File: config.mk
export PLATFORM = sky130hd
export DESIGN_NAME = axi_xbar_mst_mux
export DESIGN_NICKNAME = d
export VERILOG_FILES = /design/src/rtl/axi_xbar_mst_mux.sv
export SDC_FILE = /design/constraint.sdc
export NUM_CORES = 1
export LEC_CHECK = 0
export ABC_AREA = 1
export CORE_AREA = 4 4 443 445
export DETAILED_ROUTE_END_ITERATION = 12
export DIE_AREA = 0 0 447 449
export PLACE_DENSITY = 0.35
export SYNTH_ARGS = -nofsm -noshare
export SYNTH_HDL_FRONTEND = slang
export SYNTH_SLANG_ARGS = --single-unit
File: constraint.sdc
create_clock -name clk_i -period 5.4 [get_ports clk_i]
set_clock_uncertainty 0.15 [all_clocks]
set_input_delay 0.54 -clock clk_i [delete_from_list [all_inputs] [get_ports clk_i]]
set_output_delay 0.54 -clock clk_i [all_outputs]
set_load 0.05 [all_outputs]
File: src/rtl/axi_xbar_mst_mux.sv
// Merges one crossbar column onto a single AXI4+ATOP master port: prefixes AW/AR IDs with the source index,
// routes B/R back by ID MSBs; AW/AR grants are combinational, W follows AW order, all channels pass backpressure through.

package axi_xbar_mst_mux_pkg;

    localparam int unsigned SlvIdW = 4;
    localparam int unsigned MstIdW = 6;

    // ID is the first (most significant) field of every ID-carrying channel, so an index can be
    // prepended or stripped by plain concatenation / truncation of the whole channel.
    typedef struct packed {
        logic [SlvIdW-1:0] id;
        logic [31:0]       addr;
        logic [7:0]        len;
        logic [2:0]        size;
        logic [1:0]        burst;
        logic              lock;
        logic [3:0]        cache;
        logic [2:0]        prot;
        logic [3:0]        qos;
        logic [3:0]        region;
        logic [5:0]        atop;
    } slv_aw_t;

    typedef struct packed {
        logic [MstIdW-1:0] id;
        logic [31:0]       addr;
        logic [7:0]        len;
        logic [2:0]        size;
        logic [1:0]        burst;
        logic              lock;
        logic [3:0]        cache;
        logic [2:0]        prot;
        logic [3:0]        qos;
        logic [3:0]        region;
        logic [5:0]        atop;
    } mst_aw_t;

    typedef struct packed {
        logic [SlvIdW-1:0] id;
        logic [31:0]       addr;
        logic [7:0]        len;
        logic [2:0]        size;
        logic [1:0]        burst;
        logic              lock;
        logic [3:0]        cache;
        logic [2:0]        prot;
        logic [3:0]        qos;
        logic [3:0]        region;
    } slv_ar_t;

    typedef struct packed {
        logic [MstIdW-1:0] id;
        logic [31:0]       addr;
        logic [7:0]        len;
        logic [2:0]        size;
        logic [1:0]        burst;
        logic              lock;
        logic [3:0]        cache;
        logic [2:0]        prot;
        logic [3:0]        qos;
        logic [3:0]        region;
    } mst_ar_t;

    typedef struct packed {
        logic [31:0] data;
        logic [3:0]  strb;
        logic        last;
    } w_t;

    typedef struct packed {
        logic [SlvIdW-1:0] id;
        logic [1:0]        resp;
    } slv_b_t;

    typedef struct packed {
        logic [MstIdW-1:0] id;
        logic [1:0]        resp;
    } mst_b_t;

    typedef struct packed {
        logic [SlvIdW-1:0] id;
        logic [31:0]       data;
        logic [1:0]        resp;
        logic              last;
    } slv_r_t;

    typedef struct packed {
        logic [MstIdW-1:0] id;
        logic [31:0]       data;
        logic [1:0]        resp;
        logic              last;
    } mst_r_t;

    typedef struct packed {
        slv_aw_t aw;
        logic    aw_valid;
        w_t      w;
        logic    w_valid;
        logic    b_ready;
        slv_ar_t ar;
        logic    ar_valid;
        logic    r_ready;
    } slv_req_t;

    typedef struct packed {
        logic   aw_ready;
        logic   ar_ready;
        logic   w_ready;
        slv_b_t b;
        logic   b_valid;
        slv_r_t r;
        logic   r_valid;
    } slv_resp_t;

    typedef struct packed {
        mst_aw_t aw;
        logic    aw_valid;
        w_t      w;
        logic    w_valid;
        logic    b_ready;
        mst_ar_t ar;
        logic    ar_valid;
        logic    r_ready;
    } mst_req_t;

    typedef struct packed {
        logic   aw_ready;
        logic   ar_ready;
        logic   w_ready;
        mst_b_t b;
        logic   b_valid;
        mst_r_t r;
        logic   r_valid;
    } mst_resp_t;

endpackage

module axi_xbar_mst_mux #(
    parameter int unsigned NoSlvPorts = 4,
    parameter int unsigned SlvIdWidth = 4,
    parameter int unsigned MstIdWidth = SlvIdWidth + $clog2(NoSlvPorts),
    parameter int unsigned MaxWTrans  = 8,
    parameter type slv_req_t  = axi_xbar_mst_mux_pkg::slv_req_t,
    parameter type slv_resp_t = axi_xbar_mst_mux_pkg::slv_resp_t,
    parameter type mst_req_t  = axi_xbar_mst_mux_pkg::mst_req_t,
    parameter type mst_resp_t = axi_xbar_mst_mux_pkg::mst_resp_t
) (
    input  logic      clk_i,
    input  logic      rst_i,
    input  slv_req_t  slv_reqs_i  [NoSlvPorts],
    output slv_resp_t slv_resps_o [NoSlvPorts],
    output mst_req_t  mst_req_o,
    input  mst_resp_t mst_resp_i
);

    localparam int unsigned IdxW = $clog2(NoSlvPorts);
    localparam int unsigned PtrW = (MaxWTrans > 1) ? $clog2(MaxWTrans) : 1;
    localparam int unsigned CntW = $clog2(MaxWTrans + 1);

    typedef logic [IdxW-1:0] idx_t;

    function automatic idx_t rr_pick(input logic [NoSlvPorts-1:0] vld, input idx_t ptr);
        idx_t sel;
        logic hit;
        int   c;
        sel = ptr;
        hit = 1'b0;
        for (int k = 0; k < int'(NoSlvPorts); k++) begin
            c = (int'(ptr) + k) % int'(NoSlvPorts);
            if (!hit && vld[c]) begin
                sel = idx_t'(c);
                hit = 1'b1;
            end
        end
        return sel;
    endfunction

    function automatic idx_t rr_next(input idx_t i);
        return (i == idx_t'(NoSlvPorts - 1)) ? '0 : i + idx_t'(1);
    endfunction

    logic [NoSlvPorts-1:0] aw_vlds, ar_vlds;
    idx_t                  aw_ptr, ar_ptr, aw_lock_idx, ar_lock_idx, aw_gnt, ar_gnt;
    logic                  aw_lock, ar_lock, aw_vld, ar_vld, aw_hs, ar_hs;

    idx_t                  w_mem [MaxWTrans];
    logic [PtrW-1:0]       w_wptr, w_rptr;
    logic [CntW-1:0]       w_cnt;
    logic                  w_full, w_empty, w_vld, w_push, w_pop;
    idx_t                  w_head;

    idx_t                  b_idx, r_idx;
    logic                  b_hit, r_hit;

    always_comb begin
        for (int i = 0; i < int'(NoSlvPorts); i++) begin
            aw_vlds[i] = slv_reqs_i[i].aw_valid;
            ar_vlds[i] = slv_reqs_i[i].ar_valid;
        end
    end

    // A presented-but-unaccepted request holds its grant so payload stays stable.
    assign aw_gnt = aw_lock ? aw_lock_idx : rr_pick(aw_vlds, aw_ptr);
    assign ar_gnt = ar_lock ? ar_lock_idx : rr_pick(ar_vlds, ar_ptr);
    assign aw_vld = !rst_i && !w_full && aw_vlds[aw_gnt];
    assign ar_vld = !rst_i && ar_vlds[ar_gnt];
    assign aw_hs  = aw_vld && mst_resp_i.aw_ready;
    assign ar_hs  = ar_vld && mst_resp_i.ar_ready;

    always_ff @(posedge clk_i or posedge rst_i) begin
        if (rst_i) begin
            aw_ptr      <= '0;
            aw_lock     <= 1'b0;
            aw_lock_idx <= '0;
            ar_ptr      <= '0;
            ar_lock     <= 1'b0;
            ar_lock_idx <= '0;
        end else begin
            if (aw_hs) begin
                aw_lock <= 1'b0;
                aw_ptr  <= rr_next(aw_gnt);
            end else if (aw_vld) begin
                aw_lock     <= 1'b1;
                aw_lock_idx <= aw_gnt;
            end
            if (ar_hs) begin
                ar_lock <= 1'b0;
                ar_ptr  <= rr_next(ar_gnt);
            end else if (ar_vld) begin
                ar_lock     <= 1'b1;
                ar_lock_idx <= ar_gnt;
            end
        end
    end

    // W-routing FIFO: entry written on AW handshake is only visible from the next cycle.
    assign w_full  = (w_cnt == CntW'(MaxWTrans));
    assign w_empty = (w_cnt == '0);
    assign w_head  = w_mem[w_rptr];
    assign w_vld   = !rst_i && !w_empty && slv_reqs_i[w_head].w_valid;
    assign w_push  = aw_hs;
    assign w_pop   = w_vld && mst_resp_i.w_ready && slv_reqs_i[w_head].w.last;

    always_ff @(posedge clk_i) begin
        if (w_push) begin
            w_mem[w_wptr] <= aw_gnt;
        end
    end

    always_ff @(posedge clk_i or posedge rst_i) begin
        if (rst_i) begin
            w_wptr <= '0;
            w_rptr <= '0;
            w_cnt  <= '0;
        end else begin
            if (w_push) begin
                w_wptr <= (w_wptr == PtrW'(MaxWTrans - 1)) ? '0 : w_wptr + PtrW'(1);
            end
            if (w_pop) begin
                w_rptr <= (w_rptr == PtrW'(MaxWTrans - 1)) ? '0 : w_rptr + PtrW'(1);
            end
            if (w_push && !w_pop) begin
                w_cnt <= w_cnt + CntW'(1);
            end else if (w_pop && !w_push) begin
                w_cnt <= w_cnt - CntW'(1);
            end
        end
    end

    assign b_idx = mst_resp_i.b.id[MstIdWidth-1:SlvIdWidth];
    assign r_idx = mst_resp_i.r.id[MstIdWidth-1:SlvIdWidth];
    assign b_hit = int'(b_idx) < int'(NoSlvPorts);
    assign r_hit = int'(r_idx) < int'(NoSlvPorts);

    always_comb begin
        mst_req_o = '0;
        for (int i = 0; i < int'(NoSlvPorts); i++) begin
            slv_resps_o[i]   = '0;
            slv_resps_o[i].b = mst_resp_i.b[$bits(slv_resps_o[i].b)-1:0];
            slv_resps_o[i].r = mst_resp_i.r[$bits(slv_resps_o[i].r)-1:0];
        end

        mst_req_o.aw       = {aw_gnt, slv_reqs_i[aw_gnt].aw};
        mst_req_o.aw_valid = aw_vld;
        mst_req_o.ar       = {ar_gnt, slv_reqs_i[ar_gnt].ar};
        mst_req_o.ar_valid = ar_vld;
        mst_req_o.w        = slv_reqs_i[w_head].w;
        mst_req_o.w_valid  = w_vld;

        if (!rst_i) begin
            slv_resps_o[aw_gnt].aw_ready = aw_hs;
            slv_resps_o[ar_gnt].ar_ready = ar_hs;
            slv_resps_o[w_head].w_ready  = !w_empty && mst_resp_i.w_ready;
            // Unroutable responses cannot originate here; sink them so the port never deadlocks.
            if (b_hit) begin
                slv_resps_o[b_idx].b_valid = mst_resp_i.b_valid;
                mst_req_o.b_ready          = slv_reqs_i[b_idx].b_ready;
            end else begin
                mst_req_o.b_ready = 1'b1;
            end
            if (r_hit) begin
                slv_resps_o[r_idx].r_valid = mst_resp_i.r_valid;
                mst_req_o.r_ready          = slv_reqs_i[r_idx].r_ready;
            end else begin
                mst_req_o.r_ready = 1'b1;
            end
        end
    end

endmodule

==> results by group <==
Layout
  • Area of the multi-input gates: 5760 um2
  • Layout fillers: 22.4k
  • Layout cells sized above 1: 12.5%
  • Final net count: 3,007
  • Flip-flop and latch area: 981 um2
  • Layout area overhead: 135%

Timing
  • Final setup violation count: 0
  • Hold WS: 0.330 ns
  • Final Hold Viols: 0
  • TNS Setup: 0 ns
  • RSZ-0062 raised after global routing: false
  • Fin worst setup slack: 0.707 ns
  • Final period util: 86.9%
  • Final-report max-slew violation count: 0
  • Worst-Margin Slew: 0.781 ns
  • Normalized max-slew margin: 47.4%
  • Max Clk Rate: 0.213 GHz
  • Fin crit period: 4.69 ns

Min path
  • Worst Hold Class: reg2reg
  • Worst hold path startpoint: ar_lock_idx[1]$_DFFE_PP0P_

Worst setup path
  • Max incr delay on CP: 0.84 ns
  • CP endpoint: mst_req_o[11]
  • RR Endpoint: w_cnt[3]$_DFFE_PP0P_
  • Buf/Inv on CP: 2
  • Critical Path Source: ar_ptr[0]$_DFFE_PP0N_
  • Worst EP required: 4.71 ns
  • Crit Reg-Reg Startpoint: w_rptr[0]$_DFFE_PP0P_
  • Delay-heaviest family, CP: simple AND/OR/NAND/NOR gates
  • CP startpoint kind: register
  • Slowest CP cell: clkdlybuf4s50_1
  • Cell Chain, Critical Path: inv_2 -> nand2_1 -> nand3_1 -> nand2_2 -> nand3_1 -> nand2_1 -> nand2_1 -> nand3_1 -> nand2_1 -> nand2_2 -> o21ai_0 -> o22ai_1 -> clkdlybuf4s50_1
  • Crit path arrival time: 4.00 ns
  • Most used cell, CP: nand2_1
  • Setup Crit Path Kind: reg2out
  • Crit Path Max Fanout: 33
  • WP depth: 13
  • Critical Path End Type: output port
  • R2R Setup Slk: 1.06 ns
  • Worst Reg-to-Reg Cells: 22

GRT
  • Number of global-route vias before repair: 14.0k
  • First-pass GRT wire length: 134,000 um
  • Initial antenna violation count: 65
  • Gr usage total: 9.86%
  • Largest net degree at the start of global routing: 83
  • Grt total ovfl: 0

Detailed routing
  • Via count: 14.1k
  • Routed WL: 106,000 um
  • Routed vias/inst: 2.97
  • Detailed Routing Iterations Pass 1: 7
  • Remaining antenna violation count: 0
  • DRC errors left: 0
  • WL/cell: 22.2 um
  • Initial detailed-routing violation count: 1,096

Run
  • MaxCap Viol Count: 0

CTS
  • Clock sink count: 36
  • Hold buffers post-CTS: 0
  • Post-CTS Setup Bufs: 0
  • Clock slew at reported path FFs: 0.08 ns
  • Htree depth: 2
  • Total CTS buffers: 5
  • CTS max path bufs: 2
  • Post-CTS sizing: 0
  • Skew-Pair Late Insertion Delay: 0.30 ns
  • Clk root buf: clkbuf_16
  • TritonCTS clock tree: yes

Die
  • Die ar.: 201,000 um2
  • Die width: 447 um
  • Die span in y: 449 um
  • Initial cell density of the core: 4.63%
  • Core area: 192,000 um2
  • Num ports: 1,150
  • Site row count: 161

Yosys
  • Post-synth EDFFs: 16
  • Syn_nets: 2,336
  • Synth top area share: 16.3%
  • Sequential area share after synthesis: 11.0%
  • Distinct cells, synth: 38
  • Mean Syn Cell Area: 5.73 um2
  • Async SR Flop Fraction: 55.6%
  • Synth Flop Type: dfrtp_1
  • Yosys reg bits: 36
  • Mapped Area: 8890 um2
  • Mapped Cells: 1,552
  • Top cells by area, synth: buf_4 16%, o21ai_0 15%, nor2_1 13%
  • Yosys top cell by area: buf_4
  • Yosys warns: 0

Place
  • GP Congestion: 0.864
  • DP Worst Slack: 0.796 ns
  • PortBufs: 924
  • Final HPWL DP: 94,300 um

Status
  • Status: finished clean
## metrics by stage
stage               instance area, um2  cells  utilization [%]
finish                           20900   4764             10.9
global route                     20900   4753             10.9
detailed placement               20700   4742             10.8
floorplan                         8890   1552                -
global placement                 20700   4742             10.8
CTS                              20900   4750             10.9
## cell usage after synthesis (8+ instances only)
cell,number
o21ai_0,259
nand2_1,168
inv_2,8
dfrtp_1,20
buf_4,193
nand3_1,154
ha_1,15
nor2_1,305
a22oi_1,38
edfxtp_1,16
nand2_2,12
o22ai_1,137
o21ai_1,21
clkbuf_1,50
buf_2,43
inv_1,46
buf_1,10
nor2_2,11
nand4_1,8
## cell usage in the layout (no fill, tap or decap), types with 2 or more instances in the layout
master	count
clkbuf_16	5
o211ai_1	2
buf_4	106
nor3_1	6
nand3_1	154
inv_4	3
o21ai_1	21
or2_2	3
diode_2	14
nand2_2	12
xnor2_1	2
nor2_2	11
buf_12	118
inv_1	45
dfrtp_1	20
a21oi_4	2
o21ai_0	259
a22oi_1	38
nand2_1	168
inv_2	7
nand4_1	8
clkdlybuf4s50_1	742
nand2_4	3
edfxtp_1	16
a21oi_1	3
ha_1	15
o22ai_1	137
a31oi_1	2
nor2_1	305
## worst register-to-register path: cells and delay by family, from the launching register on
kind / cells / cell delay, ns
AO/OA/AOI/OAI: 2 / 0.34
AND/OR/NAND/NOR: 13 / 1.67
adder cells (fa/ha/maj): 2 / 0.50
buffers and inverters: 4 / 0.88
XOR/XNOR: 1 / 0.13
flip-flops: 1 / 0.54
## flip-flops by register name (all words and copies together), names as in the netlist
name	count
aw_lock_idx	2
aw_ptr	2
w_rptr	3
ar_ptr	2
aw_lock	1
w_mem	16
w_cnt	4
w_wptr	3
ar_lock	1
ar_lock_idx	2
## worst min path at each step
stage | endpoint | slack, ns | cells past startpoint
finish | ar_lock_idx[1]$_DFFE_PP0P_ | 0.33 | 2
global route | ar_lock_idx[1]$_DFFE_PP0P_ | 0.36 | 2
CTS | aw_lock_idx[1]$_DFFE_PP0P_ | 0.33 | 2
detailed placement | aw_lock_idx[1]$_DFFE_PP0P_ | 0.31 | 2
global placement | aw_lock_idx[1]$_DFFE_PP0P_ | 0.31 | 2
floorplan | ar_lock_idx[0]$_DFFE_PP0P_ | 0.29 | 2
## kinds of logic after synthesis
family	Yosys count	share of synthesized area (%)
and+or+nand+nor	676	32.6
AOI/OAI and AO/OA	465	29.4
adders and majority gates	16	2.34
xor gates and xnor gates	3	0.296
buffers and inverters	356	24.3
DFF	36	11.0
## layer usage
| metal | share of wire (%) | vias up | global-route usage, % | routed length, um |
|---|---|---|---|---|
| met5 | 0.28 | - | 0.409 | 292 |
| met4 | 1.8 | 36 | 1.72 | 1860 |
| met3 | 14 | 116 | 5.38 | 15100 |
| met1 | 37 | 6557 | 11.0 | 38900 |
| met2 | 47 | 904 | 16.6 | 49800 |
| li1 | - | 6531 | - | - |
## final cells by class
class                   instances  area share (%)
diodes                         14           0.168
clock buffers                   5           0.599
clock inverters                 3           0.216
inverters                      54           0.994
multi-input cells            1160            27.6
flip-flops and latches         36            4.69
well taps                    2526            15.1
repair buffers                966            50.6
Power is left out: the tool's default activity adds up to more than one toggle a clock period on the data nets, which glitch-free logic cannot reach.
